<file path="config.mk">
export PLATFORM = sky130hd
export DESIGN_NAME = fifo18_rx_arbiter_flat
export DESIGN_NICKNAME = d
export VERILOG_FILES = /design/src/rtl/fifo18_rx_arbiter_if.sv /design/src/rtl/fifo18_rx_arbiter.sv /design/src/flat_wrapper.sv
export SDC_FILE = /design/constraint.sdc
export NUM_CORES = 1
export LEC_CHECK = 0
export CELL_PAD_IN_SITES_DETAIL_PLACEMENT = 2
export CELL_PAD_IN_SITES_GLOBAL_PLACEMENT = 2
export CORE_MARGIN = 2
export CORE_UTILIZATION = 32
export DETAILED_ROUTE_END_ITERATION = 7
export GPL_TIMING_DRIVEN = 0
export PLACE_DENSITY = 0.86
export SYNTH_ARGS = -nofsm -noshare
export SYNTH_HDL_FRONTEND = slang
export SYNTH_SLANG_ARGS = --single-unit
</file>
<file path="constraint.sdc">
create_clock -name sys_clk -period 3.3 [get_ports sys_clk]
set_clock_uncertainty 0.15 [all_clocks]
set_input_delay 0.99 -clock sys_clk [delete_from_list [all_inputs] [get_ports sys_clk]]
set_output_delay 0.99 -clock sys_clk [all_outputs]
set_load 0.01 [all_outputs]
</file>
<file path="src/rtl/fifo18_rx_arbiter_if.sv">
// fifo18_rx_arbiter_if
//   Bundles the two upstream FWFT RX FIFO read ports and the downstream
//   18-bit FIFO write port of fifo18_rx_arbiter.
//   Signals:
//     rx0_dout[17:0], rx0_empty, rx0_rd_en  port0 FIFO read side
//     rx1_dout[17:0], rx1_empty, rx1_rd_en  port1 FIFO read side
//     tx_din[17:0], tx_wr_en, tx_src        merged write toward downstream FIFO
//     tx_full                               downstream almost-full
//   Modports:
//     master : the arbiter (pops rx FIFOs, writes tx FIFO)
//     slave  : the surrounding FIFOs
interface fifo18_rx_arbiter_if;
  logic [17:0] rx0_dout;
  logic        rx0_empty;
  logic        rx0_rd_en;
  logic [17:0] rx1_dout;
  logic        rx1_empty;
  logic        rx1_rd_en;
  logic [17:0] tx_din;
  logic        tx_full;
  logic        tx_wr_en;
  logic        tx_src;

  modport master (
    input  rx0_dout, rx0_empty, rx1_dout, rx1_empty, tx_full,
    output rx0_rd_en, rx1_rd_en, tx_din, tx_wr_en, tx_src
  );

  modport slave (
    output rx0_dout, rx0_empty, rx1_dout, rx1_empty, tx_full,
    input  rx0_rd_en, rx1_rd_en, tx_din, tx_wr_en, tx_src
  );
endinterface

</file>
<file path="src/rtl/fifo18_rx_arbiter.sv">
// fifo18_rx_arbiter
//   Packet-granular round-robin arbiter merging two FWFT receive FIFOs into
//   one downstream 18-bit FIFO. Frames are never interleaved; a word whose
//   flags [17:16] are 2'b00 terminates a frame. Frames longer than MAX_WORDS
//   are cut: MAX_WORDS words are forwarded, an 18'h00000 terminator is
//   injected and the rest of the source frame is popped and discarded.
//   Ports:
//     sys_clk  single rising-edge clock
//     sys_rst  asynchronous active-high reset
//     bus      fifo18_rx_arbiter_if.master (rx0/rx1 read, tx write)
//     stat_frames0/1[31:0], stat_trunc[15:0]  only with ARB_STATS_EN defined
//   Parameters:
//     MAX_WORDS  max words per frame before truncation (2..4095)
//   Build option:
//     ARB_STATS_EN  adds per-port frame counters and a truncation counter
module fifo18_rx_arbiter #(
  parameter int unsigned MAX_WORDS = 760
) (
  input  logic                  sys_clk,
  input  logic                  sys_rst,
  fifo18_rx_arbiter_if.master   bus
`ifdef ARB_STATS_EN
  ,
  output logic [31:0]           stat_frames0,
  output logic [31:0]           stat_frames1,
  output logic [15:0]           stat_trunc
`endif
);

  typedef enum logic [1:0] {S_IDLE, S_XFER, S_TRUNC, S_DROP} state_t;

  localparam logic [11:0] LP_MAX = 12'(MAX_WORDS);

  state_t      r_state;
  state_t      w_state_nxt;
  logic        r_grant;
  logic        w_grant_nxt;
  logic        r_last_grant;
  logic [11:0] r_cnt;
  logic [17:0] r_tx_din;
  logic        r_tx_wr_en;
  logic        r_tx_src;

  logic [17:0] w_sel_dout;
  logic        w_sel_empty;
  logic        w_term;
  logic        w_last_word;
  logic        w_pop;
  logic        w_wr;
  logic [17:0] w_din_nxt;

  assign w_sel_dout  = r_grant ? bus.rx1_dout  : bus.rx0_dout;
  assign w_sel_empty = r_grant ? bus.rx1_empty : bus.rx0_empty;
  assign w_term      = (w_sel_dout[17:16] == 2'b00);
  assign w_last_word = ((r_cnt + 12'd1) == LP_MAX);

  // State and datapath registers
  always_ff @(posedge sys_clk or posedge sys_rst) begin
    if (sys_rst) begin
      r_state      <= S_IDLE;
      r_grant      <= 1'b0;
      r_last_grant <= 1'b1;
      r_cnt        <= '0;
      r_tx_din     <= '0;
      r_tx_wr_en   <= 1'b0;
      r_tx_src     <= 1'b0;
    end else begin
      r_state    <= w_state_nxt;
      r_grant    <= w_grant_nxt;
      r_tx_wr_en <= w_wr;
      r_tx_din   <= w_din_nxt;
      if (w_wr)
        r_tx_src <= r_grant;
      if (r_state == S_IDLE)
        r_cnt <= '0;
      else if (r_state == S_XFER && w_pop)
        r_cnt <= r_cnt + 12'd1;
      // pops only happen in XFER/DROP, so a popped terminator always ends the frame
      if (w_pop && w_term)
        r_last_grant <= r_grant;
    end
  end

  // Next-state / grant selection
  always_comb begin
    w_state_nxt = r_state;
    w_grant_nxt = r_grant;
    unique case (r_state)
      S_IDLE: begin
        if (!bus.rx0_empty && !bus.rx1_empty) begin
          w_grant_nxt = ~r_last_grant;
          w_state_nxt = S_XFER;
        end else if (!bus.rx0_empty) begin
          w_grant_nxt = 1'b0;
          w_state_nxt = S_XFER;
        end else if (!bus.rx1_empty) begin
          w_grant_nxt = 1'b1;
          w_state_nxt = S_XFER;
        end
      end
      S_XFER: begin
        if (w_pop) begin
          if (w_term)
            w_state_nxt = S_IDLE;
          else if (w_last_word)
            w_state_nxt = S_TRUNC;
        end
      end
      S_TRUNC: begin
        if (!bus.tx_full)
          w_state_nxt = S_DROP;
      end
      S_DROP: begin
        if (w_pop && w_term)
          w_state_nxt = S_IDLE;
      end
      default: w_state_nxt = S_IDLE;
    endcase
  end

  // Pops and next values for the registered tx outputs
  always_comb begin
    w_pop     = 1'b0;
    w_wr      = 1'b0;
    w_din_nxt = r_tx_din;
    unique case (r_state)
      S_XFER: begin
        w_pop = !w_sel_empty && !bus.tx_full;
        w_wr  = w_pop;
        if (w_pop)
          w_din_nxt = w_sel_dout;
      end
      S_TRUNC: begin
        w_wr = !bus.tx_full;
        if (w_wr)
          w_din_nxt = '0;
      end
      // discard path ignores tx_full: nothing is written downstream
      S_DROP:  w_pop = !w_sel_empty;
      default: ;
    endcase
  end

  assign bus.rx0_rd_en = w_pop && !r_grant;
  assign bus.rx1_rd_en = w_pop &&  r_grant;
  assign bus.tx_din    = r_tx_din;
  assign bus.tx_wr_en  = r_tx_wr_en;
  assign bus.tx_src    = r_tx_src;

`ifdef ARB_STATS_EN
  logic        w_term_wr;
  logic        w_trunc_entry;
  logic [31:0] r_frames0;
  logic [31:0] r_frames1;
  logic [15:0] r_trunc;

  // a terminator reaches the downstream FIFO either forwarded or injected
  assign w_term_wr     = (r_state == S_XFER && w_pop && w_term) ||
                         (r_state == S_TRUNC && w_wr);
  assign w_trunc_entry = (r_state == S_XFER && w_pop && !w_term && w_last_word);

  always_ff @(posedge sys_clk or posedge sys_rst) begin
    if (sys_rst) begin
      r_frames0 <= '0;
      r_frames1 <= '0;
      r_trunc   <= '0;
    end else begin
      if (w_term_wr && !r_grant)
        r_frames0 <= r_frames0 + 32'd1;
      if (w_term_wr && r_grant)
        r_frames1 <= r_frames1 + 32'd1;
      if (w_trunc_entry)
        r_trunc <= r_trunc + 16'd1;
    end
  end

  assign stat_frames0 = r_frames0;
  assign stat_frames1 = r_frames1;
  assign stat_trunc   = r_trunc;
`endif

endmodule
</file>
<file path="src/flat_wrapper.sv">
// flat-port wrapper written by rule: the top's interface ports become plain ports
module fifo18_rx_arbiter_flat 
#(
  parameter int unsigned MAX_WORDS = 760
)
  (sys_clk, sys_rst, bus_rx0_dout, bus_rx0_empty, bus_rx1_dout, bus_rx1_empty, bus_tx_full, bus_rx0_rd_en, bus_rx1_rd_en, bus_tx_din, bus_tx_wr_en, bus_tx_src);
  fifo18_rx_arbiter_if bus_i ();
  input  logic sys_clk;
  input  logic sys_rst;
  input wire logic [$bits(bus_i.rx0_dout)-1:0] bus_rx0_dout;
  input wire logic [$bits(bus_i.rx0_empty)-1:0] bus_rx0_empty;
  input wire logic [$bits(bus_i.rx1_dout)-1:0] bus_rx1_dout;
  input wire logic [$bits(bus_i.rx1_empty)-1:0] bus_rx1_empty;
  input wire logic [$bits(bus_i.tx_full)-1:0] bus_tx_full;
  output wire logic [$bits(bus_i.rx0_rd_en)-1:0] bus_rx0_rd_en;
  output wire logic [$bits(bus_i.rx1_rd_en)-1:0] bus_rx1_rd_en;
  output wire logic [$bits(bus_i.tx_din)-1:0] bus_tx_din;
  output wire logic [$bits(bus_i.tx_wr_en)-1:0] bus_tx_wr_en;
  output wire logic [$bits(bus_i.tx_src)-1:0] bus_tx_src;
  assign bus_i.rx0_dout = bus_rx0_dout;
  assign bus_i.rx0_empty = bus_rx0_empty;
  assign bus_i.rx1_dout = bus_rx1_dout;
  assign bus_i.rx1_empty = bus_rx1_empty;
  assign bus_i.tx_full = bus_tx_full;
  assign bus_rx0_rd_en = bus_i.rx0_rd_en;
  assign bus_rx1_rd_en = bus_i.rx1_rd_en;
  assign bus_tx_din = bus_i.tx_din;
  assign bus_tx_wr_en = bus_i.tx_wr_en;
  assign bus_tx_src = bus_i.tx_src;
  fifo18_rx_arbiter #(.MAX_WORDS(MAX_WORDS)) u_core (.sys_clk(sys_clk), .sys_rst(sys_rst), .bus(bus_i));
endmodule
</file>
Word-level counts from Yosys, hierarchy flattened
Index checks and enable logic that the tools add are counted.
Word-level totals
  input bits: 41
  output and inout bits: 22
  logic and storage cells: 59
  register bits: 36
Operators by class
  $add $sub $neg: 1
  equality and inequality tests: 11
  bitwise gates (word level): 1
  muxes and demuxes: 21
  reductions and logical operators: 18
Operator list (count)
  2-to-1 mux 18 bit: 3
  case mux 18 bit (2 select lines): 1
  2-to-1 mux 12 bit: 2
  2-to-1 mux 2 bit: 8
  adder 12 x 1 -> 12 bit, second input constant: 1
  == test 12 x 10 -> 1 bit, second input constant: 1
  case mux 2 bit (4 select lines): 1
  logical AND 1 bit: 6
  zero test 1 bit: 5
  AND reduction 5 bit: 1
  == test 2 bit, second input constant: 2
  zero test 2 bit: 2
  2-to-1 mux 1 bit: 4
  != test 2 x 1 -> 1 bit, second input constant: 2
  != test 2 bit, second input constant: 2
  != test 4 bit, second input constant: 1
  case mux 1 bit (2 select lines): 2
  nonzero test 2 bit: 2
  != test 3 x 1 -> 1 bit, second input constant: 1
  != test 3 x 2 -> 1 bit, second input constant: 1
  AND reduction 3 bit: 1
  == test 2 x 1 -> 1 bit, second input constant: 1
  AND reduction 2 bit: 1
  inverter 1 bit: 1

Logic depth before layout (Yosys ltp)
Gate-level depths: netlist of run 1.
  depth in word-level cells: 7
  mapped depth: 7
  mapped depth without buffers: 7

Least setup slack after synthesis of run 1
Ideal clock, no wire load.
  path kind: in2out
  start: input port bus_tx_full
  end: output port bus_rx1_rd_en
  buffers on the path: 0
  cell stages on the path: 3
  setup slack: 640 ps
  arrival time: 1520 ps
  required time: 2160 ps
  cell sequence: inv_1 -> a21oi_1 -> nor3b_1
Between the ends
  word-level cells in the longest chain between the ends: 4
Ends and longest elaborated chain
  start, declared: RTL line flat_wrapper.sv:14  | input wire logic [$bits(bus_i.tx_full)-1:0] bus_tx_full;
  zero test 1 bit
  logical AND 1 bit: RTL line fifo18_rx_arbiter.sv:128  | w_pop = !w_sel_empty && !bus.tx_full;
  case mux 1 bit (2 select lines): RTL line fifo18_rx_arbiter.sv:126  | unique case (r_state)
  logical AND 1 bit: RTL line fifo18_rx_arbiter.sv:145  | assign bus.rx1_rd_en = w_pop && r_grant;
  end, declared: RTL line flat_wrapper.sv:16  | output wire logic [$bits(bus_i.rx1_rd_en)-1:0] bus_rx1_rd_en;
No other way between the ends.

Worst setup path after layout of run 1
  start: input port bus_rx1_empty
  end: output port bus_rx1_rd_en
Between the ends
  word-level cells in the longest chain between the ends: 5
Ends and longest elaborated chain
  start, declared: RTL line flat_wrapper.sv:13  | input wire logic [$bits(bus_i.rx1_empty)-1:0] bus_rx1_empty;
  2-to-1 mux 1 bit *: RTL line fifo18_rx_arbiter.sv:53  | assign w_sel_empty = r_grant ? bus.rx1_empty : bus.rx0_empty;
  zero test 1 bit *: RTL line fifo18_rx_arbiter.sv:128, fifo18_rx_arbiter.sv:139
  logical AND 1 bit: RTL line fifo18_rx_arbiter.sv:128
  case mux 1 bit (2 select lines) *: RTL line fifo18_rx_arbiter.sv:126
  logical AND 1 bit *: RTL line fifo18_rx_arbiter.sv:145
Every way passes the cells marked *; elsewhere a longest branch is shown, timed or not.

==> results.toml, run 1 <==
[hold_path]
min_delay_path_depth = 2
timing.hold.worst.class = "flop to flop"
min-delay-start = "u_core.bus.tx_din[7]"

[layout]
n_antenna_cell = 0
final_layout_size_suffix_gt1_share_pct = 15.7
instances_no_fill = 382
layout_commonest_cell = "clkdlybuf4s50_1"
final_instance_area_um2 = 3100
layout.cells.most_common_list = "clkdlybuf4s50_1 (59), dfrtp_1 (35), nand2_1 (24), mux2i_1 (19), nor2_1 (16)"
finalNetCount = 333
area.growth.synth_to_final_pct = 36.9

[global_routing]
initial_antenna_violation_count = 0
grt_pass1_vias = 2271
global_route.usage.total_pct = 20.4
grt-ovfl-total = 0
pin_count_of_the_biggest_net_entering_global_routing = 37
grt_first_pass_wirelength_um = 11900

[critical_path]
worst-endpoint-arrival_ns = 2.07
critPathLaunchType = "input pin"
cp.buffers_inverters = 2
worst_setup_path_end_kind = "output port"
timing.critical_path.fanout_max = 6
critical_path.slowest_cell = "clkdlybuf4s50_1"
worstPathCellList = "clkdlybuf4s50_1 -> nor3b_1 -> dlygate4sd2_1"
critical-path-max-stage-delay_ns = 0.55
cell_family_with_most_cp_delay = "buffers and inverters"
required_ns = 2.16
critPathLaunch = "bus_rx1_empty"
timing.setup.critical_path_class = "input pin to output port"
path_depth = 3
reg2reg_depth = 6
crit-reg2reg-launch = "u_core.r_state[0]"

[yosys]
yosys_most_used_dff = "dfrtp_1"
cell_area_after_synthesis_um2 = 2270
syn-num-nets = 264
synth.top_cells.by_area = "dfrtp_1 (39%), mux2i_1 (8.4%), o31ai_2 (5.5%)"
synth.top_cell.area_share_pct = 38.6
synth-async-reset-ratio_pct = 100
avgSynthCellArea_um2 = 10.4
yosys_warnings = 0
synth-seq-area-share_pct = 39.8
ys_seq_elements = 36
synthesis.instances = 217
yosysUniqueCellTypes = 56
synth_top_area_cell = "dfrtp_1"
synth-edff-count = 0

[floorplan]
die_w_um = 88.2
placement_rows = 30
initial_utilization_pct = 33.2
design.core.area_um2 = 6830
dieHeight_um = 88.2
pin_count = 63
die_area_um2 = 7770

[timing]
fmaxAchievable_mhz = 311
timing.setup.tns_ns = 0
max-slew-margin-rel_pct = 46.2
unrepaired_setup_endpoints_after_global_routing = "no"
maxSlewViolCount = 0
max_slew.worst_pin.slew_ns = 0.805
final.setup.worst_slack_ns = 0.0861
setup_violations = 0
period_share_pct = 97.4
final-hold-violation-count = 0
min_period_ns = 3.21

[clock_network]
cts-resized-gates = 5
cts_tree = "done"
clkSlewWorstSetupHoldPaths_ns = 0.07
post_cts.repair.setup_buffers = 0
cts_max_path_buffers = 2
ctsHoldBuffers = 0
h-tree-depth = 2
cts.root.buffer_cell = "clkbuf_8"
cts_buffers = 5
cts_num_sinks = 36
insertion_delay_ns = 0.29

[placed_design]
place_hpwl_um = 5490
weighted_congestion_at_the_end_of_routability_driven_global_placement = 0.778
placement.cell_area_um2 = 3010
place_inst = 375
place.port_buffers = 62
setup_ws_pre_cts_ns = -0.425

[drt]
routed_wirelength_um = 7270
drt_iter0_markers = 42
drt-pass1-iter-count = 4
route.detailed.drc = 0
vias_per_cell = 5.18
routed_wire_length_per_instance_um = 19.0
route.vias.total = 1977
detail-route-antenna-nets = 0

[pwr]
power_density_nw_per_um2 = 676
power.ir.vdd_worst_uv = 341
power_after_layout_uw = 2100
leakagePower_uw = 0.00134

[flow_run]
drv.max_cap_violation_count = 0

[status]
outcome = "complete, no violations"
-- cells in the mapped netlist, drive strengths merged, types with 2 or more instances --
master,number
a2bb2oi,2
nor3,5
nand2b,2
nand3,4
dfrtp,35
o31ai,18
or3b,2
nor4,3
and3,4
mux2,3
inv,6
buf,9
nor2,16
and4,2
nand2,25
xor2,8
clkbuf,6
nor3b,3
a21oi,4
nand4,9
xnor2,3
mux2i,20
ha,6
-- registers in the layout, summed over array words and instances (netlist names), named ones only --
| name | count |
|---|---|
| u_core.r_last_grant | 1 |
| u_core.r_cnt | 12 |
| u_core.bus.tx_src | 1 |
| u_core.r_grant | 1 |
| u_core.bus.tx_din | 18 |
| u_core.r_state | 1 |
| u_core.bus.tx_wr_en | 1 |
-- kinds of logic after synthesis --
family	synth area share, %
DFF	39.8
AOI/OAI and AO/OA	15.6
adders and majority gates	3.31
muxes	10.5
xor gates and xnor gates	4.25
and+or+nand+nor	21.1
buffers and inverters	5.46
-- metrics by stage --
| stage | utilization [%] | hold WS (ns) |
|---|---|---|
| after CTS | 45.4 | 0.345 |
| after detailed placement | 44.0 | 0.326 |
| final | 45.4 | 0.347 |
| after global routing | 45.4 | 0.387 |
| after floorplan | - | 0.348 |
| after global placement | 44.0 | 0.309 |
-- power breakdown --
part	internal, µW	total, µW	switching (µW)	leakage, µW
Sequential	582	675	93.6	0.000466
Combinational	525	1070	546	0.000820
Clock	186	353	166	0.0000503
-- area by class of cell --
type / count / area (µm²)
Timing Repair Buffer: 62 / 617
Clock buffer: 7 / 96.3
Sequential cell: 36 / 902
Fill cell: 733 / 3730
Tap cell: 96 / 120
Inverter: 6 / 22.5
Multi-Input combinational cell: 160 / 1240
Buffer: 15 / 101
-- tightest hold or removal path, delay by kind of cell, from the launching register on --
kind	cells	cell delay (ns)
AO/OA/AOI/OAI	1	0.06
flip-flops	1	0.35
AND/OR/NAND/NOR	1	0.06
-- final timing paths --
check | to | slack, ns
max | bus_rx1_rd_en | 0.09
min in group asynchronous | u_core.r_cnt[2] | 1.01
min reg2reg | u_core.bus.tx_din[7] | 0.35
min | u_core.bus.tx_din[7] | 0.35
max in group asynchronous | u_core.bus.tx_din[13] | 1.47
max reg2reg | u_core.bus.tx_src | 0.97
-- per-layer routing --
| metal | track usage [%] | vias up | wire [µm] |
|---|---|---|---|
| li1 | - | 928 | - |
| met1 | 23.1 | 990 | 2970 |
| met2 | 37.1 | 51 | 3820 |
| met3 | 5.84 | 8 | 379 |
| met4 | 6.20 | 0 | 99 |
| met5 | 0 | - | 0 |
(Power assumes the default switching activity.)
==> inputs of run 2 (changes only) <==
Settings changed: GPL_TIMING_DRIVEN 0 to not set.
==> results.toml, run 2 (synthesized netlist as in run 1, its figures left out) <==
[status]
outcome = "complete, no violations"

[global_routing]
global_route.usage.total_pct = 18.6
initial_antenna_violation_count = 0
grt_first_pass_wirelength_um = 11100
grt-ovfl-total = 0
pin_count_of_the_biggest_net_entering_global_routing = 37
grt_pass1_vias = 2160

[floorplan]
placement_rows = 30
initial_utilization_pct = 33.2
die_w_um = 88.2
design.core.area_um2 = 6830
dieHeight_um = 88.2
pin_count = 63
die_area_um2 = 7770

[critical_path]
cp.buffers_inverters = 3
critical-path-max-stage-delay_ns = 0.48
critPathLaunch = "bus_tx_full"
worst_setup_path_end_kind = "output port"
worstPathCellList = "clkdlybuf4s50_1 -> inv_1 -> a21oi_2 -> nor3b_1 -> dlygate4sd2_1"
required_ns = 2.16
critPathLaunchType = "input pin"
worst-endpoint-arrival_ns = 2.07
cell_family_with_most_cp_delay = "buffers and inverters"
critical_path.slowest_cell = "clkdlybuf4s50_1"
timing.setup.critical_path_class = "input pin to output port"
crit-reg2reg-launch = "u_core.r_grant"
worstReg2RegEnd = "u_core.r_cnt[10]"
path_depth = 5
end_of_the_critical_path = "bus_rx1_rd_en"
reg2reg_depth = 6
r2r_slack_ns = 0.96
timing.critical_path.fanout_max = 3

[clock_network]
cts_max_path_buffers = 2
h-tree-depth = 2
cts_num_sinks = 36
cts_tree = "done"
cts_buffers = 5
clkSlewWorstSetupHoldPaths_ns = 0.08
ctsHoldBuffers = 0
cts.root.buffer_cell = "clkbuf_8"
insertion_delay_ns = 0.29

[timing]
max_slew.worst_pin.slew_ns = 0.598
setup_violations = 0
maxSlewViolCount = 0
final-hold-violation-count = 0
min_period_ns = 3.21
fmaxAchievable_mhz = 312
unrepaired_setup_endpoints_after_global_routing = "no"
max-slew-margin-rel_pct = 60.2
timing.setup.tns_ns = 0
period_share_pct = 97.3

[placed_design]
place.port_buffers = 62
place_hpwl_um = 4950
place_inst = 367
weighted_congestion_at_the_end_of_routability_driven_global_placement = 0.786

[layout]
area.growth.synth_to_final_pct = 34.5
largest_register_ffs = 18
instances_no_fill = 375
final_layout_size_suffix_gt1_share_pct = 15.1
finish.utilization_pct = 44.7
n_antenna_cell = 0
layout_commonest_cell = "clkdlybuf4s50_1"
finalNetCount = 325
layout.cells.most_common_list = "clkdlybuf4s50_1 (60), dfrtp_1 (35), nand2_1 (24), mux2i_1 (19), nor2_1 (16)"

[pwr]
leakagePower_uw = 0.00131
power.ir.vdd_worst_uv = 299
power_density_nw_per_um2 = 656

[drt]
routed_wire_length_per_instance_um = 17.6
routed_wirelength_um = 6610
drt-pass1-iter-count = 4
vias_per_cell = 5.10
route.detailed.drc = 0
drt_iter0_markers = 72
detail-route-antenna-nets = 0
route.vias.total = 1913

[hold_path]
timing.hold.worst.class = "flop to flop"
min-delay-start = "u_core.bus.tx_din[15]"

[flow_run]
drv.max_cap_violation_count = 0
-- run 2: cell count changes in the layout (fill, tap and decap cells not counted), sizes merged --
| cell | change |
|---|---|
| clkdlybuf4s50 | +1 |
| clkinvlp | +1 |
| dlygate4sd2 | -1 |
| inv | +1 |
| clkbuf | -8 |
| clkinv | +1 |
| buf | -2 |
-- run 2: through the flow --
step | area [µm²] | hold slack (ns) | setup WS, ns | power, µW
floorplan | 2270 | 0.348 | 0.640 | 1280
global placement | 2960 | 0.309 | -0.193 | 1630
detailed placement | 2960 | 0.334 | -0.231 | 1690
CTS | 3050 | 0.354 | 0.0705 | 2030
global route | 3050 | 0.377 | 0.0177 | 2150
finish | 3050 | 0.350 | 0.0901 | 2000
-- run 2: per-layer routing --
metal	up-vias	global-route usage, %	routed length, µm
met5	-	0	0
met4	0	3.72	46
met3	5	6.60	426
met2	49	34.5	3510
met1	953	20.5	2630
li1	906	-	-
-- run 2: worst min path at each step --
stage / cells after the start / slack [ns] / end
2_1_floorplan: 2 / 0.35 / u_core.r_cnt[11]
3_3_place_gp: 2 / 0.31 / u_core.bus.tx_din[13]
3_5_place_dp: 2 / 0.33 / u_core.bus.tx_din[1]
4_1_cts: 2 / 0.35 / u_core.bus.tx_din[1]
5_1_grt: 2 / 0.38 / u_core.bus.tx_din[0]
6_report: 2 / 0.35 / u_core.bus.tx_din[15]
-- run 2: final cells by class --
type	count	area (µm²)
Tap cell	96	120
Sequential cell	36	902
Fill cell	743	3780
Timing Repair Buffer	69	671
Clock buffer	5	68.8
Inverter	6	22.5
Multi-Input combinational cell	160	1240
Clock inverter	3	21.3
-- run 2: repair_timing --
item | 4_1_cts | 5_1_grt
setup endpoints to repair | 2 | 0
gates resized for setup | 3 | 0
setup buffers | 0 | 0
-- run 2: worst min-delay path: cells and delay by family, from the launching register on --
| kind | cells | cell delay (ns) |
|---|---|---|
| AOI/OAI and AO/OA | 1 | 0.05 |
| DFF | 1 | 0.35 |
| and+or+nand+nor | 1 | 0.06 |
-- run 2: where the power goes --
part | switching [µW] | internal (µW)
Clock | 181 | 150
Sequential | 87.0 | 581
Combinational | 503 | 499
Total | 772 | 1230
==> inputs of run 3 (changes only) <==
Settings changed: SLEW_MARGIN set to 20.
==> results of run 3 <==
No change in the layout: final DEF, timing and power equal those of run 2.
